## src/rtl/trash_cpu_pkg.sv

```systemverilog
// Shared types and constants for the trash_cpu core: opcodes, ALU codes,
// FSM states and instruction field positions.
package trash_cpu_pkg;

  typedef enum logic [1:0] {
    ST_IDLE = 2'd0,
    ST_RUN  = 2'd1,
    ST_HALT = 2'd2
  } state_t;

  typedef enum logic [3:0] {
    OP_NOP  = 4'h0,
    OP_LDI  = 4'h1,
    OP_ALU  = 4'h2,
    OP_ST   = 4'h3,
    OP_LD   = 4'h4,
    OP_JMP  = 4'h5,
    OP_JEQ  = 4'h6,
    OP_OUT  = 4'h7,
    OP_HALT = 4'h8
  } opcode_t;

  typedef enum logic [3:0] {
    ALU_ADD  = 4'h0,
    ALU_SUB  = 4'h1,
    ALU_MUL  = 4'h2,
    ALU_DIV  = 4'h3,
    ALU_MOD  = 4'h4,
    ALU_AND  = 4'h5,
    ALU_OR   = 4'h6,
    ALU_XOR  = 4'h7,
    ALU_NOT  = 4'h8,
    ALU_SHR  = 4'h9,
    ALU_SHL  = 4'hA,
    ALU_INC  = 4'hB,
    ALU_DEC  = 4'hC,
    ALU_PASS = 4'hD,
    ALU_EQ   = 4'hE,
    ALU_LTU  = 4'hF
  } alu_code_t;

  localparam int OP_LSB  = 12;
  localparam int A_LSB   = 8;
  localparam int B_LSB   = 4;
  localparam int C_LSB   = 0;
  localparam int IMM_LSB = 0;
  localparam int FIELD_W = 4;
  localparam int IMM_W   = 8;

  function automatic logic is_muldiv(input alu_code_t code);
    return (code == ALU_MUL) || (code == ALU_DIV) || (code == ALU_MOD);
  endfunction

endpackage

```

## src/rtl/trash_cpu_alu.sv

```systemverilog
// Combinational 8-bit ALU. mul/div/mod exist only when TRASH_CPU_MULDIV_EN
// is defined; otherwise those codes produce 0.
module trash_cpu_alu
  import trash_cpu_pkg::*;
(
  input  alu_code_t  code,
  input  logic [7:0] x,
  input  logic [7:0] y,
  output logic [7:0] result
);

  always_comb begin
    result = '0;
    case (code)
      ALU_ADD:  result = x + y;
      ALU_SUB:  result = x - y;
`ifdef TRASH_CPU_MULDIV_EN
      ALU_MUL:  result = x * y;
      ALU_DIV:  result = (y == 8'd0) ? 8'hFF : (x / y);
      ALU_MOD:  result = (y == 8'd0) ? x : (x % y);
`endif
      ALU_AND:  result = x & y;
      ALU_OR:   result = x | y;
      ALU_XOR:  result = x ^ y;
      ALU_NOT:  result = ~x;
      ALU_SHR:  result = x >> 1;
      ALU_SHL:  result = x << 1;
      ALU_INC:  result = x + 8'd1;
      ALU_DEC:  result = x - 8'd1;
      ALU_PASS: result = y;
      ALU_EQ:   result = {7'd0, (x == y)};
      ALU_LTU:  result = {7'd0, (x < y)};
      default:  result = '0;
    endcase
  end

endmodule

```

## src/rtl/trash_cpu.sv

```systemverilog
// Tiny single-cycle 8-bit CPU with writable program store and IDLE/RUN/HALT
// control. Optional mul/div/mod ALU ops: define TRASH_CPU_MULDIV_EN.
module trash_cpu
  import trash_cpu_pkg::*;
#(
  parameter int PROG_DEPTH = 8,
  parameter int MEM_DEPTH  = 16,
  parameter int NUM_REGS   = 4
) (
  input  logic        clk,
  input  logic        rst_n,
  input  logic        ena,
  input  logic        prog_we,
  input  logic [3:0]  prog_addr,
  input  logic [15:0] prog_data,
  input  logic        run,
  output logic [7:0]  out_data,
  output logic        out_valid,
  output logic        busy,
  output logic        halted,
  output logic        illegal
);

  localparam int PW = $clog2(PROG_DEPTH);
  localparam int MW = $clog2(MEM_DEPTH);
  localparam int RW = $clog2(NUM_REGS);

  state_t        state_reg, state_next;
  logic [PW-1:0] pc_reg, pc_next;
  logic [7:0]    regs_reg [NUM_REGS];
  logic [7:0]    mem_reg  [MEM_DEPTH];
  logic [15:0]   prog_mem [PROG_DEPTH];
  logic [7:0]    out_data_reg;
  logic          out_valid_reg;
  logic          illegal_reg;

  logic [15:0]   instr;
  logic [3:0]    op;
  alu_code_t     alu_code;
  logic [RW-1:0] ra, rb, rc;
  logic [MW-1:0] ma;
  logic [PW-1:0] pa;
  logic [7:0]    imm, x, y, alu_result;
  logic          step, start, prog_wr, alu_unsupported;
  logic          reg_we, mem_we, out_fire, halt_fire, illegal_fire;
  logic [RW-1:0] reg_wa;
  logic [7:0]    reg_wd;
  logic          unused_bits;

  assign start   = ena && run && (state_reg != ST_RUN);
  assign step    = ena && (state_reg == ST_RUN);
  // run wins over a simultaneous program write
  assign prog_wr = ena && prog_we && !run && (state_reg != ST_RUN);

  assign instr    = prog_mem[pc_reg];
  assign op       = instr[OP_LSB +: FIELD_W];
  assign alu_code = alu_code_t'(instr[A_LSB +: FIELD_W]);
  assign ra       = instr[A_LSB +: RW];
  assign rb       = instr[B_LSB +: RW];
  assign rc       = instr[C_LSB +: RW];
  assign ma       = instr[A_LSB +: MW];
  assign pa       = instr[A_LSB +: PW];
  assign imm      = instr[IMM_LSB +: IMM_W];
  assign x        = regs_reg[rb];
  assign y        = regs_reg[rc];
  assign unused_bits = ^{prog_addr, instr};

`ifdef TRASH_CPU_MULDIV_EN
  assign alu_unsupported = 1'b0;
`else
  assign alu_unsupported = is_muldiv(alu_code);
`endif

  trash_cpu_alu u_alu (
    .code   (alu_code),
    .x      (x),
    .y      (y),
    .result (alu_result)
  );

  always_comb begin
    pc_next      = pc_reg + PW'(1);
    reg_we       = 1'b0;
    reg_wa       = rb;
    reg_wd       = alu_result;
    mem_we       = 1'b0;
    out_fire     = 1'b0;
    halt_fire    = 1'b0;
    illegal_fire = 1'b0;
    if (step) begin
      case (op)
        OP_NOP: begin end
        OP_LDI: begin
          reg_we = 1'b1;
          reg_wa = ra;
          reg_wd = imm;
        end
        OP_ALU: begin
          reg_we       = 1'b1;
          illegal_fire = alu_unsupported;
        end
        OP_ST:  mem_we = 1'b1;
        OP_LD: begin
          reg_we = 1'b1;
          reg_wd = mem_reg[ma];
        end
        OP_JMP: pc_next = pa;
        OP_JEQ: if (x == y) pc_next = pa;
        OP_OUT: out_fire = 1'b1;
        OP_HALT: begin
          halt_fire = 1'b1;
          pc_next   = pc_reg;
        end
        default: illegal_fire = 1'b1;
      endcase
    end
  end

  // FSM: state register
  always_ff @(posedge clk or negedge rst_n) begin
    if (!rst_n) state_reg <= ST_IDLE;
    else        state_reg <= state_next;
  end

  // FSM: next state
  always_comb begin
    state_next = state_reg;
    if (ena) begin
      case (state_reg)
        ST_IDLE, ST_HALT: if (run) state_next = ST_RUN;
        ST_RUN:           if (halt_fire) state_next = ST_HALT;
        default:          state_next = ST_IDLE;
      endcase
    end
  end

  // FSM: outputs
  always_comb begin
    busy   = (state_reg == ST_RUN);
    halted = (state_reg == ST_HALT);
  end

  always_ff @(posedge clk or negedge rst_n) begin
    if (!rst_n)     pc_reg <= '0;
    else if (start) pc_reg <= '0;
    else if (step)  pc_reg <= pc_next;
  end

  always_ff @(posedge clk or negedge rst_n) begin
    if (!rst_n) begin
      for (int i = 0; i < NUM_REGS; i++) regs_reg[i] <= '0;
    end else if (reg_we) begin
      regs_reg[reg_wa] <= reg_wd;
    end
  end

  always_ff @(posedge clk or negedge rst_n) begin
    if (!rst_n) begin
      for (int i = 0; i < MEM_DEPTH; i++) mem_reg[i] <= '0;
    end else if (mem_we) begin
      mem_reg[ma] <= x;
    end
  end

  // Program store is deliberately left out of reset.
  always_ff @(posedge clk) begin
    if (prog_wr) prog_mem[prog_addr[PW-1:0]] <= prog_data;
  end

  always_ff @(posedge clk or negedge rst_n) begin
    if (!rst_n) begin
      out_data_reg  <= '0;
      out_valid_reg <= 1'b0;
      illegal_reg   <= 1'b0;
    end else begin
      out_valid_reg <= out_fire;
      if (out_fire) out_data_reg <= regs_reg[ra];
      if (illegal_fire) illegal_reg <= 1'b1;
    end
  end

  assign out_data  = out_data_reg;
  assign out_valid = out_valid_reg;
  assign illegal   = illegal_reg;

endmodule

```

## config.mk

```make
export PLATFORM = sky130hd
export DESIGN_NAME = trash_cpu
export DESIGN_NICKNAME = d
export VERILOG_FILES = /design/src/rtl/trash_cpu_pkg.sv /design/src/rtl/trash_cpu_alu.sv /design/src/rtl/trash_cpu.sv
export SDC_FILE = /design/constraint.sdc
export NUM_CORES = 1
export LEC_CHECK = 0
export CORE_AREA = 4 4 183 185
export CTS_CLUSTER_SIZE = 24
export DETAILED_ROUTE_END_ITERATION = 8
export DIE_AREA = 0 0 187 189
export GPL_TIMING_DRIVEN = 0
export PLACE_DENSITY_LB_ADDON = 0.15
export SYNTH_ARGS = -nofsm -noshare
export SYNTH_HDL_FRONTEND = slang
export SYNTH_SLANG_ARGS = --single-unit
```

## constraint.sdc

```tcl
create_clock -name clk -period 9.25 [get_ports clk]
set_input_delay 1.85 -clock clk [delete_from_list [all_inputs] [get_ports clk]]
set_output_delay 1.85 -clock clk [all_outputs]
set_load 0.02 [all_outputs]
```

# == Yosys cells after proc, flatten, opt, wreduce, memory -nomap -nowiden ==
# Memories as Yosys holds them, arrays and structs flattened.
# Index checks and enable logic that the tools add are counted.
# word_totals
ram_bits,128
output_inout_bits,12
register_bits,175
mem_count,1
input_bits,25
wordCells,140
# op_classes
mux,42
n_eq_ne,30
bitwise_logic,9
reduce_logical,20
add_sub_neg,5
magnitude_cmp,8
# memory_table
memory,words,word_bits,rd,rd_clocked_by_memory_dff,write_ports,line,source
prog_mem,8,16,1,0,1,trash_cpu.sv:32,logic [15:0] prog_mem [PROG_DEPTH];
# op_table
op,n
bitwise mux 128 bit,1
case mux 8 bit (13 select lines),1
two-way mux 8 bit,11
binary-select mux 8 bit (select 2 bit),3
equality test 4 bit (second input constant),9
binary-select mux 8 bit (select 4 bit),1
bitwise mux 32 bit,1
demux 8 bit (select 4 bit),1
equality test 4 x 3 -> 1 bit (second input constant),8
demux 8 bit (select 2 bit),1
equality test 4 x 2 -> 1 bit (second input constant),4
case mux 8 bit (2 select lines),1
greater-or-equal comparator 3 bit (second input constant),4
inverter 2 -> 3 bit,4
two-way mux 1 bit,11
two-way mux 3 bit,3
case mux 3 bit (3 select lines),1
adder 8 x 1 -> 8 bit (second input constant),1
adder 8 bit,1
AND 8 bit,1
equality test 4 x 1 -> 1 bit (second input constant),2
equality test 8 bit,1
logical AND 1 bit,8
zero test 4 bit,2
other kinds (27),33

# == Longest topological paths before layout ==
# An unclocked memory read counts as a cell.
# depth
ltp_word,10
depth_mapped,23
ltp_nobuf,19

# == Modules after synthesis ==
# A second synthesis with hierarchy kept.
# unflattened
cells_unflattened,1312
hier_area_um2,15605.0
# modules_own_cells
mod,seq_area_each_um2,cells_each,area_per_inst_um2,n_inst
trash_cpu,8222.9,1079,13893.3,1
trash_cpu_alu,0.0,233,1711.6,1

# == Worst setup path before layout ==
# OpenSTA, ideal clock, no wires.
# synth_path
kind,register to register
from,register pc_reg[0]
to,register regs_reg[14] in the netlist's numbering
n_path_buf,4
slack_ns,4.753
path_stages_with_launch,23
setup_time_ns,0.132
required_time_ns,9.118
arrival_time_ns,4.365
period_less_slack_ns,4.497
path_cell_list,dfrtp_1 buf_6 buf_12 mux4_2 mux2i_4 a21oi_1 or2_1 buf_2 inv_2 clkbuf_1 ha_1 inv_1 fa_1 a21o_1 a21oi_1 o21bai_1 a21oi_1 xor2_1 o22ai_1 a211oi_2 o311ai_1 a221oi_2 o21ai_1
# synth_between
elab_chain_len,10
word_cells_on_any_way,52
cone_classes,add/sub: 4; order compare: 2; eq/ne: 15; mux: 19; bitwise: 8; reduce/logical: 3; memory: 1
# synth_rtl
item,line,source
from (decl),trash_cpu.sv:29,"logic [PW-1:0] pc_reg, pc_next;"
from (signal assigned),trash_cpu.sv:146,else if (step) pc_reg <= pc_next;
memory (8 x 16 bit) *,n/a,
inverter 2 -> 3 bit (implied by the code) *,trash_cpu.sv:64,assign x = regs_reg[rb];
binary-select mux 8 bit (select 2 bit) *,trash_cpu.sv:64,
two-way mux 8 bit (implied by the code) * (2 in a row),trash_cpu.sv:64,
named net u_alu.x[0],trash_cpu_alu.sv:7,"input logic [7:0] x,"
subtractor 8 x 1 -> 8 bit (tied with other cells),trash_cpu_alu.sv:29,ALU_DEC: result = x - 8'd1;
case mux 8 bit (13 select lines) *,trash_cpu_alu.sv:14,case (code)
case mux 8 bit (2 select lines),trash_cpu.sv:91,case (op)
two-way mux 8 bit *,trash_cpu.sv:90,if (step) begin
bitwise mux 32 bit *,trash_cpu.sv:153,regs_reg[reg_wa] <= reg_wd;
"to (signal, indexed assignment)",trash_cpu.sv:153,
to (decl),trash_cpu.sv:30,logic [7:0] regs_reg [NUM_REGS];
# Mark *: on every way through the listed nets, which the timed path passes. The rest lies on a longest branch. The select of a mux whose other input is x is not followed.
# A chain may end at the register's enable or synchronous reset.

# == Final worst setup path ==
# layout_path
from,register pc_reg[0]
to,register regs_reg[30] in the netlist's numbering
# The elaborated chain is that of the path after synthesis.

==> metrics.csv <==
stage,metric,value,unit
routing,DR vias,12262,
cts,PostCTS Resize Cnt,0,
grt,GRT met3 Usage,0.06287,
cts,Worst-Skew Late Latency,0.55,ns
timing,final hold viol count,0,
cells_and_area,Final Core Density,0.5599,
power,Power Density,359.6,mW/mm^2
yosys,Post-Syn Area per Cell,10.49,um^2
setup_path,CP Capture Type,flip-flop,
cts,Worst-path clk slew,0.06,ns
timing,Slew headroom,0.1359,
routing,Starting DRT DRC Count,1132,
yosys,Synth Warn #,0,
die,Core ar.,0.03204,mm^2
routing,Pre-antenna DRT Iters,6,
timing,fin crit period,6.115,ns
yosys,asr flop ratio synth,0.5776,
timing,Worst Tran Pin Value,1.260,ns
cells_and_area,nets,1642,
cts,CTS tree,yes,
yosys,largest cells by area after synthesis,"dfrtp_1 28%, edfxtp_1 24%, nand2_1 7.7%",
power,static leakage,6.997,nW
yosys,area share of the largest cell type after synthesis,0.2774,
yosys,Post-synth top cells,"323 x nand2_1, 175 x dfrtp_1, 158 x o21ai_0",
cts,CTS buffer count,36,
outcome,status,completed,
grt,GRT busiest layer,met2,
routing,DRC viols,0,
yosys,Post-synth EDFFs,128,
grt,Tot GR Track Use,0.2753,
cts,# hold bufs at CTS,0,
setup_path,startpoint types,flip-flop,
cts,H-tree depth,2,
setup_path,critical path required time,9.65,ns
die,DIE AREA,0.03534,mm^2
yosys,Synth Net Count,1561,
yosys,Yosys reg bits,303,
yosys,commonest register cell after synthesis,dfrtp_1,
routing,Avg WL per Cell,24.16,um
power,maximum vdd drop,0.0001785,V
grt,total grt overflow,0,
cts,CTS Root Cell,clkbuf_16,
routing,Detail Route Antenna Nets,0,
die,Core Rows,66,
routing,vias per cell,6.070,
placement,Final GP Congestion,1.005,
yosys,Syn Inst Count,1505,
yosys,post-synthesis sequential area ratio,0.5209,
routing,Final Routed Wirelength,48800,um
die,chip height,189,um
placement,Port Buffers,34,
cts,Post-CTS Setup Bufs,0,
timing,unrepaired setup endpoints after global routing,false,
worst_hold_path,HP Class,flip-flop to flip-flop,
setup_path,highest net fanout along the worst path,10,
timing,Max Slew Vio Count,0,
yosys,most frequent cell after synthesis,nand2_1,
grt,initial antenna violation count,0,
setup_path,Worst Path Arrival,6.52,ns
yosys,number of library cell types mapped by synthesis,91,
placement,HPWL after DPL,34760,um
die,I/O pin count,37,
cells_and_area,Area Overhead vs Synth,13.64,%
die,Starting Density,0.4927,
grt,largest net degree at the start of global routing,98,
timing,Final Setup Violations,0,
timing,fmax,163.5,MHz
timing,fin crit share,0.6611,
yosys,Yosys top cell by area,dfrtp_1,
die,Die Width,187,um
cells_and_area,fraction of layout instances using a drive strength above 1,0.1403,
setup_path,Crit Path Class,flip-flop to flip-flop,
grt,GR Layer Usage met1,0.3797,
placement,dpl cell area,0.01681,mm^2
grt,first-pass GRT wire length,74640,um
yosys,"Cell Area, Synth",0.01579,mm^2
cts,clock sinks,303,
cts,Max clock buf depth,3,
grt,met2 GRT Util,0.4302,
cells_and_area,fin area,0.01794,mm^2
grt,vias in the first global route,12126,
timing,clk_skew,0.01899,ns
job,max-cap check violation count,0,
final timing paths:
| kind | startpoint | slack, ns | cells past startpoint | endpoint |
|---|---|---|---|---|
| worst min-delay path | mem_reg[19] | 0.48 | 2 | mem_reg[19] |
| min in group asynchronous | rst_n | 1.34 | 1 | out_valid |
| worst min register to register | mem_reg[19] | 0.48 | 2 | mem_reg[19] |
| max in group asynchronous | rst_n | 6.99 | 2 | mem_reg[98] |
| worst max register to register | pc_reg[0] | 3.14 | 22 | regs_reg[30] |
| worst max-delay path | pc_reg[0] | 3.14 | 22 | regs_reg[30] |
report_power, final:
part | switching, mW | internal (mW)
Combinational | 2.33 | 1.15
Sequential | 0.0896 | 1.52
Clock | 0.578 | 0.777
per-layer routing:
layer / vias up / part of all wire
li1: 5622 / -
met1: 5978 / 0.42
met2: 529 / 0.45
met3: 133 / 0.085
met4: 0 / 0.041
met5: - / 0
metrics by stage:
stage | TNS [ns] | instances | power (mW) | setup WS, ns | hold WS, ns
6_report | 0 | 2020 | 6.451 | 3.135 | 0.4767
5_1_grt | 0 | 2019 | 6.797 | 2.835 | 0.5030
4_1_cts | 0 | 2019 | 6.387 | 3.266 | 0.4822
3_5_place_dp | 0 | 1956 | 5.025 | 3.312 | 0.4699
3_3_place_gp | -188.99 | 1947 | 4.982 | -1.115 | 0.4585
2_1_floorplan | 0 | 1505 | 3.886 | 4.753 | 0.4446
layout make-up:
class                           instances  area (um^2)
Clock inverter                         16        110.1
Antenna cell                            1        2.502
Clock buffer                           47         1013
Buffer                                 93        483.0
Sequential cell                       303         8223
Timing Repair Buffer                   43        485.5
Multi-Input combinational cell       1071         6969
Fill cell                            2758        14100
Inverter                               38        142.6
Tap cell                              408        510.5
critical path, stage by stage (launching register included):
cell and delay [ns]:
dfrtp_1 0.38, buf_6 0.17, buf_12 0.15, mux4_2 0.53, mux2i_4 0.43, a21oi_1 0.11, or2_1 0.23, buf_2 0.20
inv_2 0.16, clkbuf_1 0.46, ha_1 0.31, inv_1 0.08, fa_1 0.46, a21o_1 0.18, a21oi_1 0.23, o21bai_1 0.09
a21oi_1 0.17, xor2_1 0.25, o22ai_1 0.12, a211oi_2 0.34, o311ai_1 0.20, a221oi_2 0.56, o21ai_1 0.15
cell families after synthesis:
kind of cell,count (synthesis),synth area share
xor+xnor,9,0.004993
compound gates,347,0.1429
fa+ha+maj,31,0.02552
flops,303,0.5209
simple gates,551,0.1542
buf+inv,131,0.03963
mux,133,0.1118
layout by cell type (no fill, tap or decap), drive strengths merged, types with 8 or more instances in the layout:
master,count
buf,58
a311o,14
nand2,324
nor2,60
mux2i,60
a311oi,8
inv,40
o22ai,8
o21ai,185
clkbuf,92
a211oi,12
nor3,21
mux2,48
dfrtp,175
edfxtp,128
mux4,25
nand2b,8
ha,29
clkinv,13
o211ai,15
nor2b,14
a21oi,29
and3,26
clkdlybuf4s50,33
nand3,61
Note: power is estimated with default switching activity, not from simulation.
